### src/rtl/fetch_pkg.sv
// Shared definitions for the instruction-fetch stage: state encoding, PC step and widths.
package fetch_pkg;

    typedef enum logic [1:0] {
        ST_FETCH = 2'd0,
        ST_DROP  = 2'd1,
        ST_HOLD  = 2'd2
    } fetch_state_e;

    localparam int PC_INCR           = 4;
    localparam int DEF_ADDR_WIDTH    = 32;
    localparam int DEF_INSTR_WIDTH   = 32;

    function automatic int fetch_data_width(input int addr_w, input int instr_w);
        return addr_w + instr_w;
    endfunction

    localparam int DEF_DATA_WIDTH = fetch_data_width(DEF_ADDR_WIDTH, DEF_INSTR_WIDTH);

endpackage

### src/rtl/fetch_pc_gen.sv
// Program counter register with next-PC selection: word-aligned redirect target, pc+4, or hold.
module fetch_pc_gen
    import fetch_pkg::*;
#(
    parameter int                    ADDR_WIDTH = DEF_ADDR_WIDTH,
    parameter logic [ADDR_WIDTH-1:0] RESET_PC   = '0
) (
    input  logic                  clk,
    input  logic                  rst,
    input  logic                  load_target,
    input  logic [ADDR_WIDTH-1:0] target_pc,
    input  logic                  advance,
    output logic [ADDR_WIDTH-1:0] pc
);

    logic [ADDR_WIDTH-1:0] pc_q;
    logic [ADDR_WIDTH-1:0] pc_d;

    always_comb begin
        pc_d = pc_q;
        if (load_target) begin
            pc_d = target_pc & ~ADDR_WIDTH'(3);
        end else if (advance) begin
            // Wraps naturally at the top of the address space.
            pc_d = pc_q + ADDR_WIDTH'(PC_INCR);
        end
    end

    always_ff @(posedge clk or negedge rst) begin
        if (!rst) begin
            pc_q <= RESET_PC;
        end else begin
            pc_q <= pc_d;
        end
    end

    assign pc = pc_q;

endmodule

### src/rtl/fetch_stage.sv
// Instruction-fetch stage feeding the IF/ID buffer. Optional FETCH_PERF_CNT_EN adds stall/bubble counters.
// state | meaning: FETCH | request at pc; DROP | request at stale_addr, discard its response;
//       HOLD  | no request, fetched instruction parked in skid during a stall
module fetch_stage
    import fetch_pkg::*;
#(
    parameter int                    ADDR_WIDTH  = DEF_ADDR_WIDTH,
    parameter int                    INSTR_WIDTH = DEF_INSTR_WIDTH,
    parameter logic [ADDR_WIDTH-1:0] RESET_PC    = '0
) (
    input  logic                              clk,
    input  logic                              rst,
    input  logic                              stall,
    input  logic                              redirect,
    input  logic [ADDR_WIDTH-1:0]             redirect_pc,
    output logic                              imem_req,
    output logic [ADDR_WIDTH-1:0]             imem_addr,
    input  logic                              imem_ack,
    input  logic [INSTR_WIDTH-1:0]            imem_rdata,
    output logic [ADDR_WIDTH+INSTR_WIDTH-1:0] if_data,
    output logic                              if_flush
`ifdef FETCH_PERF_CNT_EN
    ,
    output logic [31:0]                       perf_stall_cycles,
    output logic [31:0]                       perf_bubble_cycles
`endif
);

    localparam int DATA_WIDTH = fetch_data_width(ADDR_WIDTH, INSTR_WIDTH);

    fetch_state_e           state_q, state_d;
    logic [ADDR_WIDTH-1:0]  stale_addr_q, stale_addr_d;
    logic [INSTR_WIDTH-1:0] skid_q, skid_d;
    logic [ADDR_WIDTH-1:0]  out_pc_q, out_pc_d;
    logic [INSTR_WIDTH-1:0] out_instr_q, out_instr_d;
    logic                   out_valid_q, out_valid_d;
    logic [ADDR_WIDTH-1:0]  pc;
    logic                   pc_load;
    logic                   pc_adv;
    logic [DATA_WIDTH-1:0]  if_data_w;

    fetch_pc_gen #(
        .ADDR_WIDTH (ADDR_WIDTH),
        .RESET_PC   (RESET_PC)
    ) u_pc_gen (
        .clk         (clk),
        .rst         (rst),
        .load_target (pc_load),
        .target_pc   (redirect_pc),
        .advance     (pc_adv),
        .pc          (pc)
    );

    always_comb begin
        state_d      = state_q;
        stale_addr_d = stale_addr_q;
        skid_d       = skid_q;
        out_pc_d     = out_pc_q;
        out_instr_d  = out_instr_q;
        out_valid_d  = out_valid_q;
        pc_load      = 1'b0;
        pc_adv       = 1'b0;

        if (redirect) begin
            out_valid_d = 1'b0;
            pc_load     = 1'b1;
            case (state_q)
                ST_FETCH: begin
                    if (!imem_ack) begin
                        stale_addr_d = pc;
                        state_d      = ST_DROP;
                    end
                end
                ST_HOLD: state_d = ST_FETCH;
                ST_DROP: state_d = ST_DROP;
                default: state_d = ST_FETCH;
            endcase
        end else if (stall) begin
            // Outputs hold so the buffer recaptures the same word; memory traffic still retires.
            case (state_q)
                ST_FETCH: begin
                    if (imem_ack) begin
                        skid_d  = imem_rdata;
                        state_d = ST_HOLD;
                    end
                end
                ST_DROP: begin
                    if (imem_ack) state_d = ST_FETCH;
                end
                ST_HOLD: state_d = ST_HOLD;
                default: state_d = ST_FETCH;
            endcase
        end else begin
            case (state_q)
                ST_FETCH: begin
                    if (imem_ack) begin
                        out_pc_d    = pc;
                        out_instr_d = imem_rdata;
                        out_valid_d = 1'b1;
                        pc_adv      = 1'b1;
                    end else begin
                        out_valid_d = 1'b0;
                    end
                end
                ST_HOLD: begin
                    out_pc_d    = pc;
                    out_instr_d = skid_q;
                    out_valid_d = 1'b1;
                    pc_adv      = 1'b1;
                    state_d     = ST_FETCH;
                end
                ST_DROP: begin
                    out_valid_d = 1'b0;
                    if (imem_ack) state_d = ST_FETCH;
                end
                default: begin
                    out_valid_d = 1'b0;
                    state_d     = ST_FETCH;
                end
            endcase
        end
    end

    always_ff @(posedge clk or negedge rst) begin
        if (!rst) begin
            state_q      <= ST_FETCH;
            stale_addr_q <= '0;
            skid_q       <= '0;
            out_pc_q     <= '0;
            out_instr_q  <= '0;
            out_valid_q  <= 1'b0;
        end else begin
            state_q      <= state_d;
            stale_addr_q <= stale_addr_d;
            skid_q       <= skid_d;
            out_pc_q     <= out_pc_d;
            out_instr_q  <= out_instr_d;
            out_valid_q  <= out_valid_d;
        end
    end

    // Gated by rst so no request escapes while the stage is held in reset.
    assign imem_req  = rst && (state_q != ST_HOLD);
    assign imem_addr = (state_q == ST_DROP) ? stale_addr_q : pc;
    assign if_data_w = {out_pc_q, out_instr_q};
    assign if_data   = if_data_w;
    assign if_flush  = !out_valid_q;

`ifdef FETCH_PERF_CNT_EN
    logic [31:0] stall_cnt_q, stall_cnt_d;
    logic [31:0] bubble_cnt_q, bubble_cnt_d;

    always_comb begin
        stall_cnt_d  = stall_cnt_q;
        bubble_cnt_d = bubble_cnt_q;
        if (stall && (stall_cnt_q != 32'hFFFF_FFFF)) begin
            stall_cnt_d = stall_cnt_q + 32'd1;
        end
        if (if_flush && (bubble_cnt_q != 32'hFFFF_FFFF)) begin
            bubble_cnt_d = bubble_cnt_q + 32'd1;
        end
    end

    always_ff @(posedge clk or negedge rst) begin
        if (!rst) begin
            stall_cnt_q  <= '0;
            bubble_cnt_q <= '0;
        end else begin
            stall_cnt_q  <= stall_cnt_d;
            bubble_cnt_q <= bubble_cnt_d;
        end
    end

    assign perf_stall_cycles  = stall_cnt_q;
    assign perf_bubble_cycles = bubble_cnt_q;
`endif

endmodule

### config.mk
export PLATFORM = sky130hd
export DESIGN_NAME = fetch_stage
export DESIGN_NICKNAME = d
export VERILOG_FILES = /design/src/rtl/fetch_pkg.sv /design/src/rtl/fetch_pc_gen.sv /design/src/rtl/fetch_stage.sv
export SDC_FILE = /design/constraint.sdc
export NUM_CORES = 1
export LEC_CHECK = 0
export BUFFER_PORTS_ARGS = -buffer_cell sky130_fd_sc_hd__buf_2
export CAP_MARGIN = 25
export CORE_UTILIZATION = 58
export CTS_CLUSTER_DIAMETER = 60
export DETAILED_ROUTE_END_ITERATION = 8
export PLACE_DENSITY = 0.85
export SETUP_SLACK_MARGIN = 0.5
export SLEW_MARGIN = 25
export SYNTH_ARGS = -nofsm -noshare
export SYNTH_HDL_FRONTEND = slang
export SYNTH_SLANG_ARGS = --single-unit
### constraint.sdc
create_clock -name clk -period 3.3 [get_ports clk]
set_input_delay 0.33 -clock clk [delete_from_list [all_inputs] [get_ports clk]]
set_output_delay 0.33 -clock clk [all_outputs]
set_load 0.02 [all_outputs]
Word level (Yosys, flattened, before mapping)

Cells that the tools add are included.

Output and inout port bits: 98
Flip-flop bits (word level): 163

Equal/unequal tests: 8
Reductions and logical operators: 9
Muxes and demuxes: 22
$add $sub $neg: 1
Bitwise gates (word level): 3

Operators with widths:

| cell                                                            | count |
|---|---|
| 32-bit two-way mux                                              | 5 |
| 32-bit case mux with 2 select lines                             | 2 |
| 32-bit by 3-bit adder with 32-bit output, second input constant | 1 |
| 2-bit two-way mux                                               | 5 |
| 3-bit != test, second input constant                            | 3 |
| 2-bit case mux with 2 select lines                              | 2 |
| 4-bit AND reduction                                             | 2 |
| 1-bit two-way mux                                               | 6 |
| 2-bit case mux with 3 select lines                              | 1 |
| 3-bit AND reduction                                             | 2 |
| 2-bit != test, second input constant                            | 2 |
| 2-bit nonzero test                                              | 2 |
| 1-bit NOT                                                       | 3 |
| 2-bit by 1-bit == test with 1-bit output, second input constant | 1 |
| 2-bit == test, second input constant                            | 1 |
| 2-bit zero test                                                 | 1 |
| 2-bit by 1-bit != test with 1-bit output, second input constant | 1 |
| 1-bit case mux with 2 select lines                              | 1 |
| 1-bit logical AND                                               | 1 |
| 1-bit zero test                                                 | 1 |

Longest topological paths before layout

Gate-level depths: netlist of run 1.

Depth in word-level cells: 6
Mapped depth: 7
Mapped depth without buffers: 6

Modules after synthesis

Synthesis of run 1 repeated with hierarchy kept, for this count alone.

Cells, all modules: 552
Area total of the unflattened synthesis: 7709.9 µm²

Modules (own cells, without submodules):

| module       | cells an instance | seq. area each (µm²) | area an instance (µm²) | times used |
|---|---|---|---|---|
| fetch_stage  | 360               | 3278.1               | 5980.7                 | 1 |
| fetch_pc_gen | 192               | 750.7                | 1729.2                 | 1 |

Worst setup path after synthesis of run 1

No wires, ideal clock.

Path type: register to output
From: register state_q[1]
To: output port imem_addr[10]
Required time: 2970 ps
Setup slack: 1459 ps
Cell stages (with the launch flop): 5
Arrival: 1511 ps
Cell sequence: dfrtp_1 > nor2b_1 > clkbuf_1 > clkbuf_1 > mux2_2

Word-level cells in the longest chain between the ends: 2

RTL lines:

| what                                     | line               | source |
|---|---|---|
| start, declared                          | fetch_stage.sv:31  | `fetch_state_e state_q, state_d;` |
| start signal, assigned                   | fetch_stage.sv:133 | `state_q <= state_d;` |
| 2-bit by 1-bit == test with 1-bit output | fetch_stage.sv:144 | `assign imem_addr = (state_q == ST_DROP) ? stale_addr_q : pc;` |
| 32-bit two-way mux                       | fetch_stage.sv:144 |  |
| end, declared                            | fetch_stage.sv:17  | `output logic [ADDR_WIDTH-1:0] imem_addr,` |

Every way passes these cells.

Worst setup path in the final report of run 1

From: register state_q[1]
To: output port imem_addr[25]

The elaborated chain is that of the path after synthesis.

==> key figures, run 1 <==
Run status
  – Status: finished, final reports clean

Detailed routing
  – Drt wl/cell: 17.2 um
  – Iter 0 DRT Violations: 269
  – Routed Antenna Nets: 0
  – Post-DR vias/cell: 5.67
  – DRC violations left: 0
  – Routed wire length: 15500 um
  – Drt pass-1 iters: 6
  – Routed via count: 5115

STA
  – Max-slew headroom: 31.4%
  – Final-report setup violation count: 0
  – Setup TNS: 0 ns
  – RSZ-0062 raised after global routing: no
  – Clock skew: 0.00617 ns
  – Fin crit share: 76.3%
  – Slew Limit Fails: 0
  – Worst setup margin: 0.782 ns
  – Fmax: 397 MHz
  – Worst slew pin tran: 1.02 ns
  – Final min period: 2.52 ns
  – Final hold vios: 0

Pwr
  – VDD IR-drop max: 0.000435 V
  – Internal Power: 0.00453 W
  – Power share of the sequential group: 42.1%
  – Clk pwr share: 32.8%
  – Pwr/cell area: 747 nW/um^2
  – Sw Ratio: 30.3%
  – Leak Pwr: 4.15 nW
  – Net switching power: 0.00197 W
  – Comb pwr share: 25.2%

Finish
  – P&R area growth vs syn: 22.0%
  – Layout cells sized above 1: 44.1%
  – Layout Cells excl Fill: 902
  – Ant diodes: 0
  – Sequential Area: 3930 sq um
  – Multi-input gate area: 3010 sq um
  – Filler cells: 828
  – Nets: 812
  – Final Instance Area: 8700 sq um

Floorplan
  – Die area: 12700 sq um
  – I/O pin total: 167
  – Die Y: 113 um
  – Initial core utilization: 59.3%
  – Core area: 12000 sq um
  – Die width: 113 um
  – Row cnt: 40

Clock network
  – CTS H-tree lvls: 4
  – # clock sinks: 157
  – Clock root buffer: clkbuf_16
  – CTS tree: yes
  – # resized after CTS: 0
  – Clk Latency, worst-skew pair: 0.43 ns
  – CTS Buffer Depth: 2
  – TritonCTS Buffers: 17
  – Worst-path clk slew: 0.06 ns

Yosys
  – Count of cell types in the netlist: 35
  – Seq/Total Area, Yosys: 55.1%
  – Syn Inst Count: 591
  – Synthesized cell area: 7130 sq um
  – Ranking of synthesized cells by area: dfrtp_1 (55%), mux2_2 (19%), mux2i_1 (4.6%), a21oi_1 (2.4%), xor2_1 (2.2%)
  – Ys flop type: dfrtp_1
  – Yosys top cell area share: 55.1%
  – Synth warn: 0
  – Leading area contributor after synthesis: dfrtp_1
  – Post-synth EDFFs: 0
  – Seq cells post-synth: 157
  – Avg Synthesized Cell Area: 12.1 sq um
  – Async SR Flop Fraction: 100%

Setup path
  – Crit-path cells: nor2b_4, buf_4, mux2_2, buf_2
  – CP top delay family: buffers and inverters
  – CP required: 2.97 ns
  – Critical Path Max Stage Delay: 0.48 ns
  – Slowest CP cell: dfrtp_1
  – Peak fanout along the critical path: 26
  – Crit path buf inv count: 2
  – Kind of critical path: flip-flop to output pin
  – Critical path capture point type: output pin
  – Arrival @ worst endpoint: 2.19 ns
  – Crit start category: flip-flop

Hold path
  – Hold WC Path Type: input port to flip-flop

Run
  – Max-Cap Viols: 0

Place
  – Placed cells: 869
  – GPL Wtd Cong: 0.816
  – Post-DP Area: 8040 sq um
  – DP Worst Slack: 1.12 ns
  – Dpl hpwl: 10400 um
  – IO Port Bufs: 160

GRT
  – Vias in the first global route: 5164
  – Global-route wire length before repair: 25400 um
  – Number of antenna violations at the first check in global routing: 0
  – Grt total ovfl: 0
  – Total Routing Usage GR: 25.9%
  – Largest net degree at the start of global routing: 73
[cells in the mapped netlist (2+ instances only)]
cell type  number
and2_1          4
and3_1          5
nand2b_1        4
nand2_1        38
xnor2_1         9
o21ai_0        30
nand4_1        16
buf_1           3
clkbuf_1       15
inv_1           4
dfrtp_1       157
nor2b_1         3
nand3_1         8
mux2_2        120
buf_4           4
nor2_1         40
nor3_1          7
a21oi_1        34
o31a_1          2
and4_1          2
nor4_2          2
buf_2          22
xor2_1         18
mux2i_1        33
[worst min-delay path, stage by stage]
cell,delay (ns)
buf_2,0.08
nand2_1,0.04
o21ai_0,0.06
[per-stage QoR]
stage / total power, W / util [%] / hold slack (ns)
2_1_floorplan: 0.00380 / - / 0.0344
3_3_place_gp: 0.00429 / 66.9 / 0.360
3_5_place_dp: 0.00440 / 66.9 / 0.377
4_1_cts: 0.00653 / 72.4 / 0.103
5_1_grt: 0.00680 / 72.4 / 0.114
6_report: 0.00649 / 72.4 / 0.113
[final timing paths]
path	to	slack (ns)	from	cells past startpoint
worst max-delay path	imem_addr[25]	0.78	state_q[1]	4
worst min-delay path	u_pc_gen.pc[21]	0.11	redirect_pc[21]	3
worst max register to register	u_pc_gen.pc[25]	1.10	u_pc_gen.pc[11]	5
worst min register to register	out_pc_q[26]	0.50	out_pc_q[26]	1
max in group asynchronous	out_pc_q[3]	1.47	rst	3
min in group asynchronous	out_instr_q[14]	0.47	rst	2
[area by class of cell]
class                           count  area share, %
Timing Repair Buffer              173           10.4
Multi-Input combinational cell    389           34.7
Tap cell                          147           2.11
Inverter                            4          0.173
Sequential cell                   157           45.2
Clock buffer                       21           5.29
Clock inverter                     11           2.17
[layer usage]
layer	wire length, um	track usage [%]
met1	6520	31.9
met2	7700	43.7
met3	1000	6.70
met4	324	11.1
met5	0	0
[power groups by stage]
stage               logic, W  clock network, W  registers, W
floorplan           0.000822                 0       0.00298
global route         0.00176           0.00224       0.00279
detailed placement   0.00164                 0       0.00276
CTS                  0.00165           0.00215       0.00273
finish               0.00163           0.00213       0.00273
global placement     0.00158                 0       0.00271
[placed cells by master (no fill, tap or decap), types with 2 or more instances in the layout]
cell          n
mux2i_1      33
and2_1        4
a21oi_1      34
nor4_2        2
clkinvlp_4    2
and3_1        5
dfrtp_1     157
buf_4        12
inv_1         4
xnor2_1       9
o21ai_0      30
clkbuf_16    17
nor3_2        2
clkbuf_1      2
nand2_1      38
conb_1        4
mux2_2      120
nor2b_1       2
o31a_1        2
nor3_1        5
xor2_1       18
nand4_1      16
clkbuf_8      2
nand2b_1      3
bufinv_16     5
buf_2       159
nand3_1       8
clkinv_2      3
nor2_1       40
and4_1        2
[repair_timing]
item / in CTS / in global routing
endpoints found under the hold margin: 69 / 0
hold buffers: 1 / 0
setup buffers: 0 / 0
[kinds of logic (layout without fill, tap and decap cells)]
| family | count (synthesis) | after routing | synth area share, % |
|---|---|---|---|
| AO/OA/AOI/OAI | 69 | 69 | 5.09 |
| XOR/XNOR | 27 | 27 | 3.32 |
| adder cells (fa/ha/maj) | 1 | 1 | 0.176 |
| buffers and inverters | 48 | 209 | 3.12 |
| flip-flops | 157 | 157 | 55.1 |
| multiplexers | 153 | 153 | 23.6 |
| other | 1 | 4 | 0.0526 |
| AND/OR/NAND/NOR | 135 | 135 | 9.53 |
[flip-flops by register name (all words and copies together) (netlist names)]
signal,cells
out_instr_q,32
u_pc_gen.pc,30
skid_q,32
stale_addr_q,30
out_valid_q,1
state_q,2
out_pc_q,30
No activity file was read; power rests on OpenSTA's default activity.
==> run 2, diff against run 1 <==
Settings changed: CORE_UTILIZATION 58 to 49, PLACE_DENSITY 0.85 to 0.77.
Clock period 3.3 ns to 2.3 ns, I/O delays scaled along.
==> run 2 against run 1 <==
First-iteration DRC count down 3.0%. Combinational power up 55%. Sequential power up 43%. Sequential cell count unchanged. Utilization down 5.0 points. Setup slack worse by 0.43 ns. Total power up 47%. Critical path type unchanged. Global-route usage down 2.9 points. Largest power group unchanged. Clock skew down 0.0011 ns. Critical path depth unchanged. Worst hold slack worse by 0.090 ns.
==> key figures, run 2 (synthesized netlist as in run 1, its figures left out) <==
Floorplan
  – Row cnt: 43 (+7.5%)
  – I/O pin total: 167 (unchanged)
  – Die width: 123 um (+8.6%)
  – Die Y: 123 um (+8.6%)
  – Core area: 14000 sq um (+17%)
  – Die area: 15000 sq um (+18%)
  – Initial core utilization: 50.8% (-8.6 points)

Setup path
  – CP required: 2.07 ns (-0.90 ns)
  – R2R cell count: 5 (unchanged)
  – Critical Path Max Stage Delay: 0.42 ns (-0.06 ns)
  – R2R Setup Slk: 0.46 ns (-0.64 ns)
  – Crit-path cells: nor2b_4, buf_12, mux2_2, buf_2
  – Kind of critical path: flip-flop to output pin
  – Crit path buf inv count: 2 (unchanged)
  – FF-to-FF End: stale_addr_q[20]
  – Slowest CP cell: dfrtp_2
  – Arrival @ worst endpoint: 1.72 ns (-0.47 ns)
  – CP top delay family: flip-flops
  – Crit start category: flip-flop
  – Peak fanout along the critical path: 16 (-38%)
  – FF-to-FF Start: state_q[1]
  – Critical path capture point type: output pin

GRT
  – Grt total ovfl: 0 (unchanged)
  – Total Routing Usage GR: 23.0% (-2.9 points)
  – Vias in the first global route: 5130 (-0.66%)
  – Largest net degree at the start of global routing: 97 (+33%)
  – Global-route wire length before repair: 26200 um (+2.9%)
  – Number of antenna violations at the first check in global routing: 0 (unchanged)

Finish
  – Layout cells sized above 1: 50.2% (+6.1 points)
  – P&R area growth vs syn: 32.8%
  – Nets: 858 (+5.7%)
  – Most frequent cells in the layout: buf_2 (157), dfrtp_1 (142), mux2_2 (120)
  – Largest regs: out_instr_q x32, skid_q x32
  – Final Instance Area: 9470 sq um (+8.8%)
  – Ant diodes: 0 (unchanged)
  – Commonest non-fill, non-tap cell in the layout: buf_2

Clock network
  – CTS H-tree lvls: 4 (unchanged)
  – Clk Latency, worst-skew pair: 0.42 ns (about the same)
  – # clock sinks: 157 (unchanged)
  – TritonCTS Buffers: 17 (unchanged)
  – Clock root buffer: clkbuf_16
  – CTS tree: yes
  – Worst-path clk slew: 0.06 ns (about the same)
  – CTS Buffer Depth: 2 (unchanged)

Detailed routing
  – DRC violations left: 0 (unchanged)
  – Routed Antenna Nets: 0 (unchanged)
  – Routed via count: 5336 (+4.3%)
  – Drt wl/cell: 18.0 um (+4.3%)
  – Post-DR vias/cell: 5.44 (-4.1%)
  – Drt pass-1 iters: 5 (-1)
  – Routed wire length: 17600 um (+13%)
  – Iter 0 DRT Violations: 261 (-3.0%)

STA
  – Setup TNS: 0 ns (unchanged)
  – Final-report setup violation count: 0 (unchanged)
  – Final hold vios: 0 (unchanged)
  – Max-slew headroom: 53.1% (+22 points)
  – Slew Limit Fails: 0 (unchanged)
  – Clock skew: 0.00511 ns (-0.00106 ns)
  – Worst slew pin tran: 0.704 ns (-0.320 ns)
  – Fin crit share: 84.9%
  – Final min period: 1.95 ns
  – Fmax: 512 MHz
  – RSZ-0062 raised after global routing: yes

Hold path
  – Worst min-delay path startpoint: redirect_pc[12]
  – Hold path depth: 3 (unchanged)
  – End of the worst hold path: u_pc_gen.pc[12]
  – Hold WC Path Type: input port to flip-flop

Run status
  – Status: finished, final reports clean

Place
  – Post-DP Area: 8150 sq um (+1.4%)
  – GPL Wtd Cong: 0.791 (-3.1%)
  – IO Port Bufs: 160 (unchanged)
  – Dpl hpwl: 10400 um (+0.34%)

Run
  – Max-Cap Viols: 0 (unchanged)

Pwr
  – VDD IR-drop max: 0.000594 V (+37%)
  – Pwr/cell area: 1010 nW/um^2 (+35%)
  – Leak Pwr: 4.49 nW (+8.1%)
## run 2: cell count changes in the layout (fill, tap and decap cells not counted), sizes merged
cell / change
inv: +1
clkbuf: +4
dlygate4sd3: +1
bufbuf: +1
buf: +41
clkinv: -2
## run 2: how the worst max path moves through the flow
stage                          start         endpoint  slack [ns]  depth (start not counted)
final                     state_q[1]    imem_addr[31]        0.35                          4
after global routing      state_q[1]    imem_addr[28]        0.29                          4
after CTS                 state_q[1]    imem_addr[28]        0.33                          4
after detailed placement  state_q[1]  u_pc_gen.pc[30]        0.41                          4
after global placement    state_q[1]  u_pc_gen.pc[30]        0.45                          4
after floorplan           state_q[1]    imem_addr[10]        0.54                          4
## run 2: layout make-up
cell class	count	area, sq um
Clock buffer	22	474
Clock inverter	10	184
Fill cell	1011	4580
Inverter	4	15.0
Multi-Input combinational cell	389	3130
Sequential cell	157	3950
Tap cell	180	225
Timing Repair Buffer	219	1490
## run 2: timing repair
| item | in CTS | in global routing |
|---|---|---|
| endpoints found under the hold margin | 101 | 0 |
| setup buffers | 13 | 21 |
| gates resized for setup | 20 | 50 |
| gates cloned | 2 | 6 |
| hold buffers | 2 | 0 |
| endpoints found under the setup margin | 64 | 140 |
| pin swaps | 4 | 12 |
## run 2: worst register-to-register path, stage by stage, from the launching register on
cell,delay (ns)
dfrtp_2,0.42
buf_4,0.18
nor4b_4,0.45
buf_4,0.19
buf_6,0.14
mux2_2,0.34
## run 2: metal layers
metal | routed length, um | global-route usage [%] | vias up
li1 | - | - | 2468
met1 | 7650 | 30.4 | 2643
met2 | 8660 | 36.2 | 199
met3 | 1060 | 5.99 | 26
met4 | 254 | 8.99 | 0
met5 | 0 | 0 | -
## run 2: power by group
| part | switching (W) | internal (W) |
|---|---|---|
| registers | 0.000425 | 0.00349 |
| clock network | 0.00109 | 0.00201 |
| logic | 0.00138 | 0.00116 |
## run 2: through the flow
step / setup slack [ns] / cells / hold WS (ns) / power, W / util, %
finish: 0.347 / 981 / 0.0230 / 0.00955 / 67.4
global route: 0.294 / 981 / 0.0218 / 0.0100 / 67.4
CTS: 0.327 / 954 / 0.00181 / 0.00951 / 64.4
detailed placement: 0.410 / 905 / 0.0260 / 0.00632 / 58.0
global placement: 0.455 / 905 / 0.0259 / 0.00620 / 58.0
floorplan: 0.537 / 594 / -0.0656 / 0.00545 / -
==> run 3, diff against run 2 <==
Settings changed: ABC_AREA set to 1, CORE_UTILIZATION 49 to 55, PLACE_DENSITY 0.77 to 0.81.
Clock period 2.3 ns to 1.8 ns, I/O delays scaled along.
==> run 3 against run 2 <==
The flow now finishes with violations (DRC, hold timing, setup timing). Sequential power up 32%. First-iteration DRC count rose to 3.9 times the previous value. Clock power up 22%. Critical path depth up 5. Sequential cell count unchanged. Global-route usage up 12 points. Total power up 41%. Largest power group unchanged.
==> key figures, run 3 <==
STA
  – Clock skew: 0.0114 ns (+0.00631 ns)
  – Final min period: 1.80 ns
  – Max-slew headroom: 60.9% (+7.9 points)
  – Worst slew pin tran: 0.586 ns (-0.118 ns)
  – Fin crit share: 100%
  – Final hold vios: 19 (+19)
  – Worst setup margin: -0.00148 ns (-0.348 ns)
  – WHS: -0.125 ns (-0.148 ns)
  – RSZ-0062 raised after global routing: yes
  – Slew Limit Fails: 0 (unchanged)
  – Setup TNS: -0.00148 ns (-0.00148 ns)
  – Final-report setup violation count: 1 (+1)
  – Fmax: 555 MHz

Detailed routing
  – Drt wl/cell: 20.7 um (+15%)
  – Routed wire length: 28100 um (+59%)
  – Iter 0 DRT Violations: 1020 (+290%)
  – Post-DR vias/cell: 6.01 (+10%)
  – Routed Antenna Nets: 0 (unchanged)
  – Drt pass-1 iters: 9 (+4)
  – Routed via count: 8162 (+53%)
  – DRC violations left: 1 (+1)

Run
  – Max-Cap Viols: 0 (unchanged)

Clock network
  – TritonCTS Buffers: 17 (unchanged)
  – CTS Buffer Depth: 2 (unchanged)
  – # clock sinks: 157 (unchanged)
  – CTS tree: yes
  – Worst-path clk slew: 0.07 ns (about the same)
  – CTS H-tree lvls: 4 (unchanged)
  – Clock root buffer: clkbuf_16
  – Clk Latency, worst-skew pair: 0.43 ns (about the same)

Finish
  – Largest regs: out_instr_q x32, skid_q x32
  – Post-layout util: 81.5% (+14 points)
  – Multi-input gate area: 3540 sq um (+13%)
  – Layout cells sized above 1: 36.5% (-14 points)
  – Layout Cells excl Fill: 1359 (+39%)
  – Commonest non-fill, non-tap cell in the layout: nand2_1
  – Final Instance Area: 10900 sq um (+15%)
  – Filler cells: 762 (-25%)
  – Nets: 1240 (+45%)
  – Most frequent cells in the layout: nand2_1 (219), dfrtp_1 (145), buf_2 (129)
  – Sequential Area: 3940 sq um (about the same)
  – P&R area growth vs syn: 42.6%

GRT
  – Largest net degree at the start of global routing: 72 (-26%)
  – Number of antenna violations at the first check in global routing: 2 (+2)
  – Total Routing Usage GR: 35.4% (+12 points)
  – Global-route wire length before repair: 38400 um (+47%)
  – Vias in the first global route: 7304 (+42%)
  – Grt total ovfl: 0 (unchanged)

Setup path
  – Crit path buf inv count: 0 (-2)
  – R2R cell count: 9 (+4)
  – Arrival @ worst endpoint: 2.12 ns (+0.40 ns)
  – Crit start category: flip-flop
  – Kind of critical path: flip-flop to flip-flop
  – FF-to-FF End: u_pc_gen.pc[24]
  – Peak fanout along the critical path: 5 (-11)
  – R2R Setup Slk: -0.001 ns (-0.46 ns)
  – Crit. path cell count: 9 (+5)
  – Crit path from: u_pc_gen.pc[12]
  – Slowest CP cell: dfrtp_2
  – CP top delay family: simple AND/OR/NAND/NOR gates
  – Critical Path Max Stage Delay: 0.42 ns (about the same)
  – Critical path capture point type: flip-flop
  – FF-to-FF Start: u_pc_gen.pc[12]
  – Crit-path cells: nand2_1, nor2_2, nand2_1, nor2_4, nand2_2, nand2_2, nand3_2, nand2_2, nand2_1
  – Setup crit end: u_pc_gen.pc[24]
  – CP required: 2.12 ns (+0.05 ns)

Yosys
  – Avg Synthesized Cell Area: 8.10 sq um (-33%)
  – Count of cell types in the netlist: 37 (+5.7%)
  – Synth warn: 0 (unchanged)
  – Top cells by count, synth: nand2_1 (256), dfrtp_1 (157), o21ai_0 (94)
  – Seq cells post-synth: 157 (unchanged)
  – Yosys top cell area share: 51.3% (-3.8 points)
  – Post-synth EDFFs: 0 (unchanged)
  – Async SR Flop Fraction: 100% (unchanged)
  – Ys flop type: dfrtp_1
  – Seq/Total Area, Yosys: 51.3% (-3.8 points)
  – Synthesized cell area: 7660 sq um (+7.5%)
  – Syn Inst Count: 946 (+60%)
  – Count leader, synth: nand2_1
  – Ranking of synthesized cells by area: dfrtp_1 (51%), nand2_1 (13%), o21ai_0 (6.1%), nor2_1 (4.5%), inv_1 (4.1%)
  – Leading area contributor after synthesis: dfrtp_1

Floorplan
  – Die Y: 120 um (-2.1%)
  – Row cnt: 42 (-2.3%)
  – Die area: 14400 sq um (-4.2%)
  – Die width: 120 um (-2.1%)
  – Initial core utilization: 57.2% (+6.4 points)
  – Core area: 13400 sq um (-4.6%)
  – I/O pin total: 167 (unchanged)

Place
  – Post-DP Area: 8660 sq um (+6.3%)
  – GPL Wtd Cong: 0.893 (+13%)
  – Placed cells: 1251 (+38%)
  – Dpl hpwl: 12300 um (+18%)
  – IO Port Bufs: 160 (unchanged)

Run status
  – Failing checks: DRC, hold timing, setup timing
  – Status: finished with violations

Pwr
  – Pwr/cell area: 1230 nW/um^2 (+22%)
  – Power share of the sequential group: 38.2% (-2.8 points)
  – Leak Pwr: 5.43 nW (+21%)
  – Net switching power: 0.00492 W (+70%)
  – Comb pwr share: 33.6% (+7.1 points)
  – Post-layout power: 0.0135 W (+41%)
  – Sw Ratio: 36.6% (+6.3 points)
  – Clk pwr share: 28.2% (-4.3 points)
  – Internal Power: 0.00853 W (+28%)
  – VDD IR-drop max: 0.000923 V (+55%)

Hold path
  – Hold WC Path Type: input port to async pin
## run 3: timing repair
item	in CTS	in global routing
pin swaps	11	19
endpoints found under the setup margin	156	186
setup buffers	23	17
hold endpoints to repair	129	20
hold buffers	13	1
resized for setup	97	105
gates cloned	17	5
## run 3: metal layers
| metal | track usage (%) | vias to the layer above | wire length, um |
|---|---|---|---|
| li1 | - | 3507 | - |
| met1 | 43.5 | 3799 | 9720 |
| met2 | 55.1 | 662 | 13100 |
| met3 | 12.2 | 190 | 3410 |
| met4 | 18.4 | 4 | 1830 |
| met5 | 0 | - | 53 |
## run 3: cells by family (layout without fill, tap and decap cells)
| logic type | Yosys count | after routing | share of synthesized area [%] |
|---|---|---|---|
| compound gates | 228 | 228 | 16.8 |
| xor+xnor | 4 | 4 | 0.457 |
| fa+ha+maj | 1 | 1 | 0.163 |
| flops | 157 | 157 | 51.3 |
| simple gates | 416 | 416 | 22.7 |
| buf+inv | 139 | 372 | 8.53 |
| other cells | 1 | 5 | 0.0490 |
## run 3: worst min path at each step
stage / start / end / slack [ns] / cells after the start
after floorplan: rst / out_instr_q[0] / -0.12 / 0
after global placement: rst / out_instr_q[7] / 0.05 / 1
after detailed placement: rst / out_instr_q[7] / 0.06 / 1
after CTS: imem_rdata[1] / skid_q[1] / 0.004 / 3
after global routing: rst / out_pc_q[4] / -0.10 / 2
final: rst / out_pc_q[4] / -0.12 / 2
## run 3: cell type report
type	instances	area share, %
flip-flops and latches	157	36.1
multi-input cells	653	32.4
repair buffers	252	20.6
clock buffers	19	3.96
inverters	87	3.24
well taps	176	2.02
clock inverters	12	1.57
repair inverters	2	0.137
diodes	1	0.0229
## run 3: power by group through the flow
stage	clock (W)	sequential, W	combinational, W
2_1_floorplan	0	0.00550	0.00183
3_3_place_gp	0	0.00503	0.00336
3_5_place_dp	0	0.00506	0.00345
4_1_cts	0.00378	0.00503	0.00408
5_1_grt	0.00397	0.00521	0.00485
6_report	0.00379	0.00515	0.00452
## run 3: worst register-to-register path: cells and delay by family (launching register included)
kind	cells	cell delay (ns)
flip-flops	1	0.42
AND/OR/NAND/NOR	9	1.28
## run 3: through the flow
stage	hold slack [ns]	setup WS, ns
after floorplan	-0.116	0.391
after global placement	0.0546	0.156
after detailed placement	0.0552	0.131
after CTS	0.00438	0.0511
after global routing	-0.102	-0.0607
final	-0.125	-0.00148
